$ cat config.mk
export PLATFORM = sky130hd
export DESIGN_NAME = exc_ctrl
export DESIGN_NICKNAME = d
export VERILOG_FILES = /design/src/rtl/exc_ctrl.sv
export SDC_FILE = /design/constraint.sdc
export NUM_CORES = 1
export LEC_CHECK = 0
export ABC_AREA = 1
export CORE_AREA = 2 2 145 147
export CTS_CLUSTER_SIZE = 14
export DETAILED_ROUTE_END_ITERATION = 6
export DIE_AREA = 0 0 147 149
export PLACE_DENSITY = 0.88
export SYNTH_ARGS = -nofsm -noshare
export SYNTH_HDL_FRONTEND = slang
export SYNTH_SLANG_ARGS = --single-unit
$ cat constraint.sdc
create_clock -name clk -period 4.65 [get_ports clk]
set_input_delay 0.93 -clock clk [delete_from_list [all_inputs] [get_ports clk]]
set_output_delay 0.93 -clock clk [all_outputs]
set_load 0.01 [all_outputs]
$ cat src/rtl/exc_ctrl.sv
// rtl/exc_ctrl.sv - precise-exception control: per-stage fault capture, MEM commit, flushes and vector/ERET redirect
// Faults ride with each instruction to MEM; first fault recorded wins, interrupts preempt at commit.
module exc_ctrl #(
  parameter logic [31:0] RESET_VEC  = 32'hbfc00000,
  parameter logic [31:0] KSEG0_BASE = 32'h80000000
) (
  input  logic        clk,
  input  logic        rst,
  input  logic        stall,
  input  logic        IF_valid,
  input  logic [31:0] IF_pc,
  input  logic        IF_bd,
  input  logic        IF_adel,
  input  logic        IF_tlbRefill,
  input  logic        IF_tlbInv,
  input  logic        ID_ri,
  input  logic        ID_sys,
  input  logic        ID_bp,
  input  logic        ID_cpu,
  input  logic [1:0]  ID_cpuNum,
  input  logic        EX_ov,
  input  logic        EX_tr,
  input  logic        MEM_adel,
  input  logic        MEM_ades,
  input  logic        MEM_tlbRefill,
  input  logic        MEM_tlbInv,
  input  logic        MEM_tlbMod,
  input  logic        MEM_isStore,
  input  logic [31:0] MEM_addr,
  input  logic        interrupt,
  input  logic        statusEXL,
  input  logic        statusERL,
  input  logic        statusBEV,
  input  logic        causeIV,
  input  logic        eret,
  input  logic [31:0] regEPC,
  input  logic [31:0] regErrorEPC,
  output logic        excAccept,
  output logic [4:0]  excCode,
  output logic        bdOut,
  output logic [31:0] epcOut,
  output logic [1:0]  copNum,
  output logic [31:0] badVAddr,
  output logic        writeBadVAddr,
  output logic        IF_flush,
  output logic        ID_flush,
  output logic        EX_flush,
  output logic        MEM_flush,
  output logic        redirect,
  output logic [31:0] redirectPC
);

  typedef struct packed {
    logic        valid;
    logic [31:0] pc;
    logic        bd;
    logic        pending;
    logic [4:0]  code;
    logic [31:0] badv;
    logic [1:0]  cop;
    logic        refill;
  } slot_t;

  typedef enum logic [1:0] {S_RUN, S_FLUSH, S_ERET} state_t;

  state_t      r_state, w_next;
  slot_t       r_id, r_ex, r_mem;
  slot_t       w_if, w_id_m, w_ex_m, w_mem_m;
  logic [4:0]  r_code_q;
  logic        r_refill_q, r_exl_q;
  logic        w_run, w_irq, w_commit, w_eret_go;
  logic [4:0]  w_code;
  logic [31:0] w_base, w_off;

  always_comb begin
    w_if       = '0;
    w_if.valid = IF_valid;
    w_if.pc    = IF_pc;
    w_if.bd    = IF_bd;
    if (IF_valid) begin
      if (IF_adel) begin
        w_if.pending = 1'b1;
        w_if.code    = 5'd4;
        w_if.badv    = IF_pc;
      end else if (IF_tlbRefill || IF_tlbInv) begin
        w_if.pending = 1'b1;
        w_if.code    = 5'd2;
        w_if.badv    = IF_pc;
        w_if.refill  = IF_tlbRefill;
      end
    end
  end

  always_comb begin
    w_id_m = r_id;
    if (r_id.valid && !r_id.pending) begin
      if (ID_cpu) begin
        w_id_m.pending = 1'b1;
        w_id_m.code    = 5'd11;
        w_id_m.cop     = ID_cpuNum;
      end else if (ID_ri) begin
        w_id_m.pending = 1'b1;
        w_id_m.code    = 5'd10;
      end else if (ID_sys) begin
        w_id_m.pending = 1'b1;
        w_id_m.code    = 5'd8;
      end else if (ID_bp) begin
        w_id_m.pending = 1'b1;
        w_id_m.code    = 5'd9;
      end
    end
  end

  always_comb begin
    w_ex_m = r_ex;
    if (r_ex.valid && !r_ex.pending) begin
      if (EX_ov) begin
        w_ex_m.pending = 1'b1;
        w_ex_m.code    = 5'd12;
      end else if (EX_tr) begin
        w_ex_m.pending = 1'b1;
        w_ex_m.code    = 5'd13;
      end
    end
  end

  always_comb begin
    w_mem_m = r_mem;
    if (r_mem.valid && !r_mem.pending) begin
      if (MEM_adel || MEM_ades) begin
        w_mem_m.pending = 1'b1;
        w_mem_m.code    = MEM_adel ? 5'd4 : 5'd5;
        w_mem_m.badv    = MEM_addr;
      end else if (MEM_tlbRefill || MEM_tlbInv) begin
        w_mem_m.pending = 1'b1;
        w_mem_m.code    = MEM_isStore ? 5'd3 : 5'd2;
        w_mem_m.badv    = MEM_addr;
        w_mem_m.refill  = MEM_tlbRefill;
      end else if (MEM_tlbMod) begin
        w_mem_m.pending = 1'b1;
        w_mem_m.code    = 5'd1;
        w_mem_m.badv    = MEM_addr;
      end
    end
  end

  assign w_run     = rst && (r_state == S_RUN);
  assign w_irq     = w_run && w_mem_m.valid && interrupt;
  assign w_commit  = w_irq || (w_run && w_mem_m.valid && w_mem_m.pending);
  assign w_code    = w_irq ? 5'd0 : w_mem_m.code;
  assign w_eret_go = w_run && eret && !w_commit;

  // Refill vector only applies when the fault was taken outside an exception handler
  assign w_base = statusBEV ? (RESET_VEC + 32'h200) : KSEG0_BASE;
  assign w_off  = (r_refill_q && !r_exl_q)           ? 32'h0   :
                  ((r_code_q == 5'd0) && causeIV)    ? 32'h200 : 32'h180;

  always_comb begin
    w_next        = r_state;
    excAccept     = 1'b0;
    excCode       = 5'd0;
    bdOut         = 1'b0;
    epcOut        = 32'h0;
    copNum        = 2'd0;
    badVAddr      = 32'h0;
    writeBadVAddr = 1'b0;
    IF_flush      = 1'b0;
    ID_flush      = 1'b0;
    EX_flush      = 1'b0;
    MEM_flush     = 1'b0;
    redirect      = 1'b0;
    redirectPC    = 32'h0;
    case (r_state)
      S_RUN: begin
        if (w_commit) begin
          excAccept = 1'b1;
          excCode   = w_code;
          bdOut     = w_mem_m.bd;
          epcOut    = w_mem_m.bd ? (w_mem_m.pc - 32'd4) : w_mem_m.pc;
          if (!w_irq) begin
            copNum        = w_mem_m.cop;
            badVAddr      = w_mem_m.badv;
            writeBadVAddr = (w_code >= 5'd1) && (w_code <= 5'd5);
          end
          IF_flush  = 1'b1;
          ID_flush  = 1'b1;
          EX_flush  = 1'b1;
          MEM_flush = 1'b1;
          w_next    = S_FLUSH;
        end else if (w_eret_go) begin
          IF_flush = 1'b1;
          ID_flush = 1'b1;
          w_next   = S_ERET;
        end
      end
      S_FLUSH: begin
        redirect   = rst;
        redirectPC = rst ? (w_base + w_off) : 32'h0;
        w_next     = S_RUN;
      end
      S_ERET: begin
        redirect   = rst;
        redirectPC = !rst ? 32'h0 : (statusERL ? regErrorEPC : regEPC);
        w_next     = S_RUN;
      end
      default: w_next = S_RUN;
    endcase
  end

  always_ff @(posedge clk) begin
    if (!rst) r_state <= S_RUN;
    else      r_state <= w_next;
  end

  always_ff @(posedge clk) begin
    if (!rst) begin
      r_code_q   <= 5'd0;
      r_refill_q <= 1'b0;
      r_exl_q    <= 1'b0;
    end else if (w_commit) begin
      r_code_q   <= w_code;
      r_refill_q <= !w_irq && w_mem_m.refill;
      r_exl_q    <= statusEXL;
    end
  end

  // A flush must clear its slot even while the pipe is stalled
  always_ff @(posedge clk) begin
    if (!rst) begin
      r_id  <= '0;
      r_ex  <= '0;
      r_mem <= '0;
    end else begin
      if (IF_flush)    r_id <= '0;
      else if (!stall) r_id <= w_if;
      if (ID_flush)    r_ex <= '0;
      else if (!stall) r_ex <= w_id_m;
      if (EX_flush)    r_mem <= '0;
      else if (!stall) r_mem <= w_ex_m;
    end
  end

endmodule

### Word-level counts from Yosys, hierarchy flattened

Cells that the tools add are included.

| operators by class | value |
|---|---|
| bitwise operators | 2 |
| mux-type cells | 57 |
| $lt $le $gt $ge | 2 |
| eq/ne operators | 2 |
| reductions and logical operators | 31 |
| add/subtract/negate cells | 2 |

Operators with widths:

| cell | count |
|---|---|
| 32-bit 2-to-1 mux | 9 |
| 38-bit 2-to-1 mux | 7 |
| 32-bit one-hot mux with 2 select lines | 1 |
| 6-bit 2-to-1 mux | 8 |
| 32-bit by 10-bit adder with 32-bit output | 1 |
| 32-bit by 3-bit subtractor with 32-bit output, second input constant | 1 |
| 30-bit 2-to-1 mux | 1 |
| 1-bit 2-to-1 mux | 21 |
| 10-bit 2-to-1 mux | 2 |
| 5-bit 2-to-1 mux | 3 |
| 1-bit logical AND | 13 |
| 2-bit 2-to-1 mux | 5 |
| 1-bit logical NOT | 6 |
| 2-bit OR reduction | 3 |
| 5-bit by 1-bit greater-or-equal comparator with 1-bit output, second input constant | 1 |
| 5-bit by 3-bit less-or-equal comparator with 1-bit output, second input constant | 1 |
| 5-bit logical NOT | 1 |
| 1-bit logical OR | 4 |
| 3-bit OR reduction | 1 |
| 2-bit by 1-bit == test with 1-bit output, second input constant | 1 |
| 2-bit == test, second input constant | 1 |
| 2-bit logical NOT | 1 |
| 1-bit NOT | 2 |
| 2-bit AND reduction | 1 |
| 2-bit nonzero test | 1 |

| storage, ports and cells | value |
|---|---|
| register bits | 232 |
| logic and storage cells | 124 |
| input port bits | 156 |
| output and inout bits | 111 |

### Logic depth before layout (Yosys ltp)

| depth | value |
|---|---|
| word-level depth | 12 |
| mapped depth | 10 |
| mapped depth without buffers | 10 |

### Least setup slack after synthesis

OpenSTA, ideal clock, no wires.

| timing | value |
|---|---|
| kind | in2out |
| from | input rst |
| to | output badVAddr[10] |
| path slack | 1.732 ns |
| required time | 3.720 ns |
| data arrival time | 1.988 ns |
| path buffers | 2 |
| cell stages on the path | 7 |
| path through | buf_4 -> nand2_2 -> nor2_2 -> nand2_2 -> nand3_1 -> buf_2 -> nor3_1 |

| between the ends | value |
|---|---|
| cells in the longest elaborated chain, start to end | 6 |
| elaborated cells between the ends (all ways) | 8 |
| those cells by class | mux (3); reduce/logical (5) |

Ends and longest elaborated chain:

| item | RTL line | source |
|---|---|---|
| from (decl) | 8 | `input logic rst,` |
| 1-bit logical AND (*) | 147 | `assign w_run = rst && (r_state == S_RUN);` |
| 1-bit logical AND (*) | 148, 149 |  |
| 1-bit logical AND, on equally long branches | 148, 149 |  |
| 32-bit 2-to-1 mux or 1-bit logical OR (tied branches) | 180, 149 |  |
| 32-bit 2-to-1 mux (*) | 175 | `if (w_commit) begin` |
| 32-bit 2-to-1 mux (*) | 173 | `case (r_state)` |
| to (decl) | 43 | `output logic [31:0] badVAddr,` |

Mark *: on every way between the ends. The rest lies on a longest branch, timed or not.

### Worst setup path after layout

| timing | value |
|---|---|
| from | input MEM_ades |
| to | output badVAddr[9] |

| between the ends | value |
|---|---|
| cells in the longest elaborated chain, start to end | 7 |
| elaborated cells between the ends (all ways) | 8 |
| those cells by class | mux (5); reduce/logical (3) |

Ends and longest elaborated chain:

| item | RTL line | source |
|---|---|---|
| from (decl) | 24 | `input logic MEM_ades,` |
| 1-bit logical OR (*) | 130 | `if (MEM_adel \|\| MEM_ades) begin` |
| 38-bit 2-to-1 mux (*) | 130 |  |
| 38-bit 2-to-1 mux (*) | 129 | `if (r_mem.valid && !r_mem.pending) begin` |
| 1-bit logical AND | 149 | `assign w_commit = w_irq \|\| (w_run && w_mem_m.valid && w_mem_m.pending);` |
| 1-bit logical OR | 149 |  |
| 32-bit 2-to-1 mux (*) | 175 |  |
| 32-bit 2-to-1 mux (*) | 173 |  |

Marks and branches as above.

==> flow_summary.json <==
{
  "cts_resized": 0,
  "overflow": 0,
  "ctsHoldBuffers": 0,
  "drt_wl_total_microns": 28180,
  "grt_pass1_vias": 9503,
  "cp-start-kind": "input pin",
  "powerDensity_mw_per_mm2": 309.4,
  "synth-seq-cells": 226,
  "num_rows": 53,
  "start_util_pct": 48.88,
  "cts_setup_buffers": 0,
  "final_common_cell": "nand2_1",
  "multi_input_area_sq_mm": 0.004812,
  "wl_per_cell_microns": 14.15,
  "dp.cells": 1952,
  "clkTransAtPathRegs_ns": 0.06,
  "fin_ws_ns": 0.5726,
  "port_buffers": 265,
  "drt_pre_antenna_iters": 5,
  "fin_area_sq_mm": 0.01340,
  "critPathArrivalTime_ns": 3.15,
  "period_share_pct": 87.69,
  "synth.cell_area_sq_mm": 0.01005,
  "dp_hpwl_microns": 20110,
  "grt_max_degree": 137,
  "hold_ws_ns": 0.4485,
  "maxCapViolCount": 0,
  "whs_endpoint": "r_mem[65]",
  "final.min_clock_period_ns": 4.077,
  "clock-sinks": 226,
  "slew_headroom_pct": 24.23,
  "final_nets": 1863,
  "avgSynthCellArea_sq_um": 6.726,
  "place_area_sq_mm": 0.01270,
  "place_congestion": 0.9057,
  "cp.required_ns": 3.72,
  "tritoncts": "done",
  "grt_pass1_wl_microns": 45000,
  "cts_inserted_buffers": 23,
  "die_width_microns": 147,
  "fillers": 1781,
  "areaGrowthSynthToFinish_pct": 33.36,
  "fmax_mhz": 245.3,
  "h-tree-depth": 1,
  "grt_setup_unrepaired": "no",
  "cp-end-kind": "output port",
  "cp_max_fo": 32,
  "ys_seq_area_share_pct": 45.03,
  "vias_per_cell": 5.168,
  "min-delay-start": "r_ex[65]",
  "drive_above_1_share_pct": 3.907,
  "finClkSkew_ns": 0.02442,
  "hold_violations": 0,
  "post-route-util_pct": 65.19,
  "regArea_sq_mm": 0.004524,
  "peakVddDrop_mv": 0.2729,
  "antenna_found_initial": 2,
  "p_total_mw": 4.146,
  "stdcell_count": 1992,
  "p_leak_nw": 4.825,
  "r2r-start": "r_state[0]",
  "die_area_sq_mm": 0.02190,
  "synth.distinct_cells": 32,
  "clk_latency_ns": 0.52,
  "layout_common_cells": "nand2_1 (512), clkdlybuf4s50_1 (264), a21oi_1 (259), dfxtp_1 (226), nor2_1 (181)",
  "setup-tns-final_ns": 0,
  "ys_warn_count": 0,
  "clockBufferDepth": 3,
  "rr_worst_depth": 9,
  "drc_errors": 0,
  "r2r_slack_ns": 1.90,
  "place_ws_ns": 0.5876,
  "worstSetupPathType": "in2out",
  "hold_depth": 2,
  "io_pins": 267,
  "syn_inst": 1494,
  "core_area_sq_mm": 0.02056,
  "die_h_microns": 149,
  "hold_path.class": "reg2reg",
  "status": "completed",
  "r2r-end": "r_mem[60]",
  "final-setup-viol-count": 0,
  "maxSlewViolCount": 0,
  "cts-root-buf": "clkbuf_16",
  "route.vias.total": 10294,
  "tightestPinTransition_ns": 1.133,
  "antenna_left": 0,
  "grt_usage_pct": 24.63,
  "synth_fp_nets": 1655,
  "dr.first_iter.drc_count": 659
}
[worst max path at each step]
stage                        startpoint            to  depth (start not counted)
final                          MEM_ades   badVAddr[9]                          9
after global routing      MEM_tlbRefill   badVAddr[9]                          9
after CTS                      MEM_ades   badVAddr[9]                          9
after detailed placement       MEM_ades   badVAddr[3]                          9
after global placement              rst    epcOut[16]                          8
after floorplan                     rst  badVAddr[10]                          7
[report_power, final]
part	switching, mW	total [mW]	internal (mW)
logic	0.220	0.405	0.185
registers	0.0282	2.01	1.99
clock network	0.745	1.73	0.982
[cells by family (layout without fill, tap and decap cells)]
logic type               Yosys count  count (layout)  share of synthesized area (%)
flip-flops                       226             226                          45.03
AO/OA/AOI/OAI                    304             304                          15.37
buffers and inverters            166             387                          7.234
adder cells (fa/ha/maj)            5               5                         0.6226
AND/OR/NAND/NOR                  788             788                          31.37
other                              1               3                        0.03732
XOR/XNOR                           4               4                         0.3486
[worst max-delay path: stages]
cell	delay [ns]
clkdlybuf4s50_1	0.47
nor2_4	0.19
inv_1	0.05
nand2_1	0.08
nand2_2	0.14
inv_2	0.41
nor2_1	0.07
nor3_1	0.19
clkdlybuf4s50_1	0.59
[flip-flops by register name, summed over array words and instances, names as in the netlist]
register,cells
r_code_q,4
r_ex,74
r_exl_q,1
r_id,70
r_mem,74
r_refill_q,1
r_state,2
[cell type report]
class	count	area share, %
Clock inverter	10	0.6723
Sequential cell	226	33.76
Inverter	71	2.007
Tap cell	275	2.568
Multi-Input combinational cell	1102	35.91
Antenna cell	2	0.03735
Timing Repair Buffer	278	20.53
Clock buffer	28	4.510
[cells in the mapped netlist]
master,instances,area (sq um)
nand3_1,20,100.1
o21ai_1,1,5.000
o211ai_1,1,7.510
nor2_4,3,33.78
nand2_1,513,1926
buf_1,3,11.26
nand3_2,1,10.01
conb_1,1,3.750
or2_2,1,6.260
buf_4,20,150.1
nor2_1,181,679.4
dfxtp_1,226,4524
nand4_2,1,12.51
nor2_2,5,31.28
buf_2,23,115.1
a32oi_1,2,17.52
o21bai_1,1,7.510
a22oi_1,1,7.510
a21oi_1,259,1296
clkbuf_1,49,183.9
ha_1,5,62.56
inv_1,70,262.8
nor3b_1,3,22.52
nor3_1,37,185.2
xor2_1,4,35.03
nand3b_1,1,7.510
a211oi_1,2,15.01
nand2_2,4,25.02
o21ai_0,36,180.2
nand4_1,18,112.6
o31ai_1,1,7.510
inv_2,1,3.750
[routing by layer]
metal	vias to the layer above	routed length, microns	track usage, %
met3	60	1701	4.190
met4	0	830	7.933
met5	-	0	0
met1	4704	11170	28.31
li1	5199	-	-
met2	331	14480	46.53
Note: power is estimated with default switching activity, not from simulation.
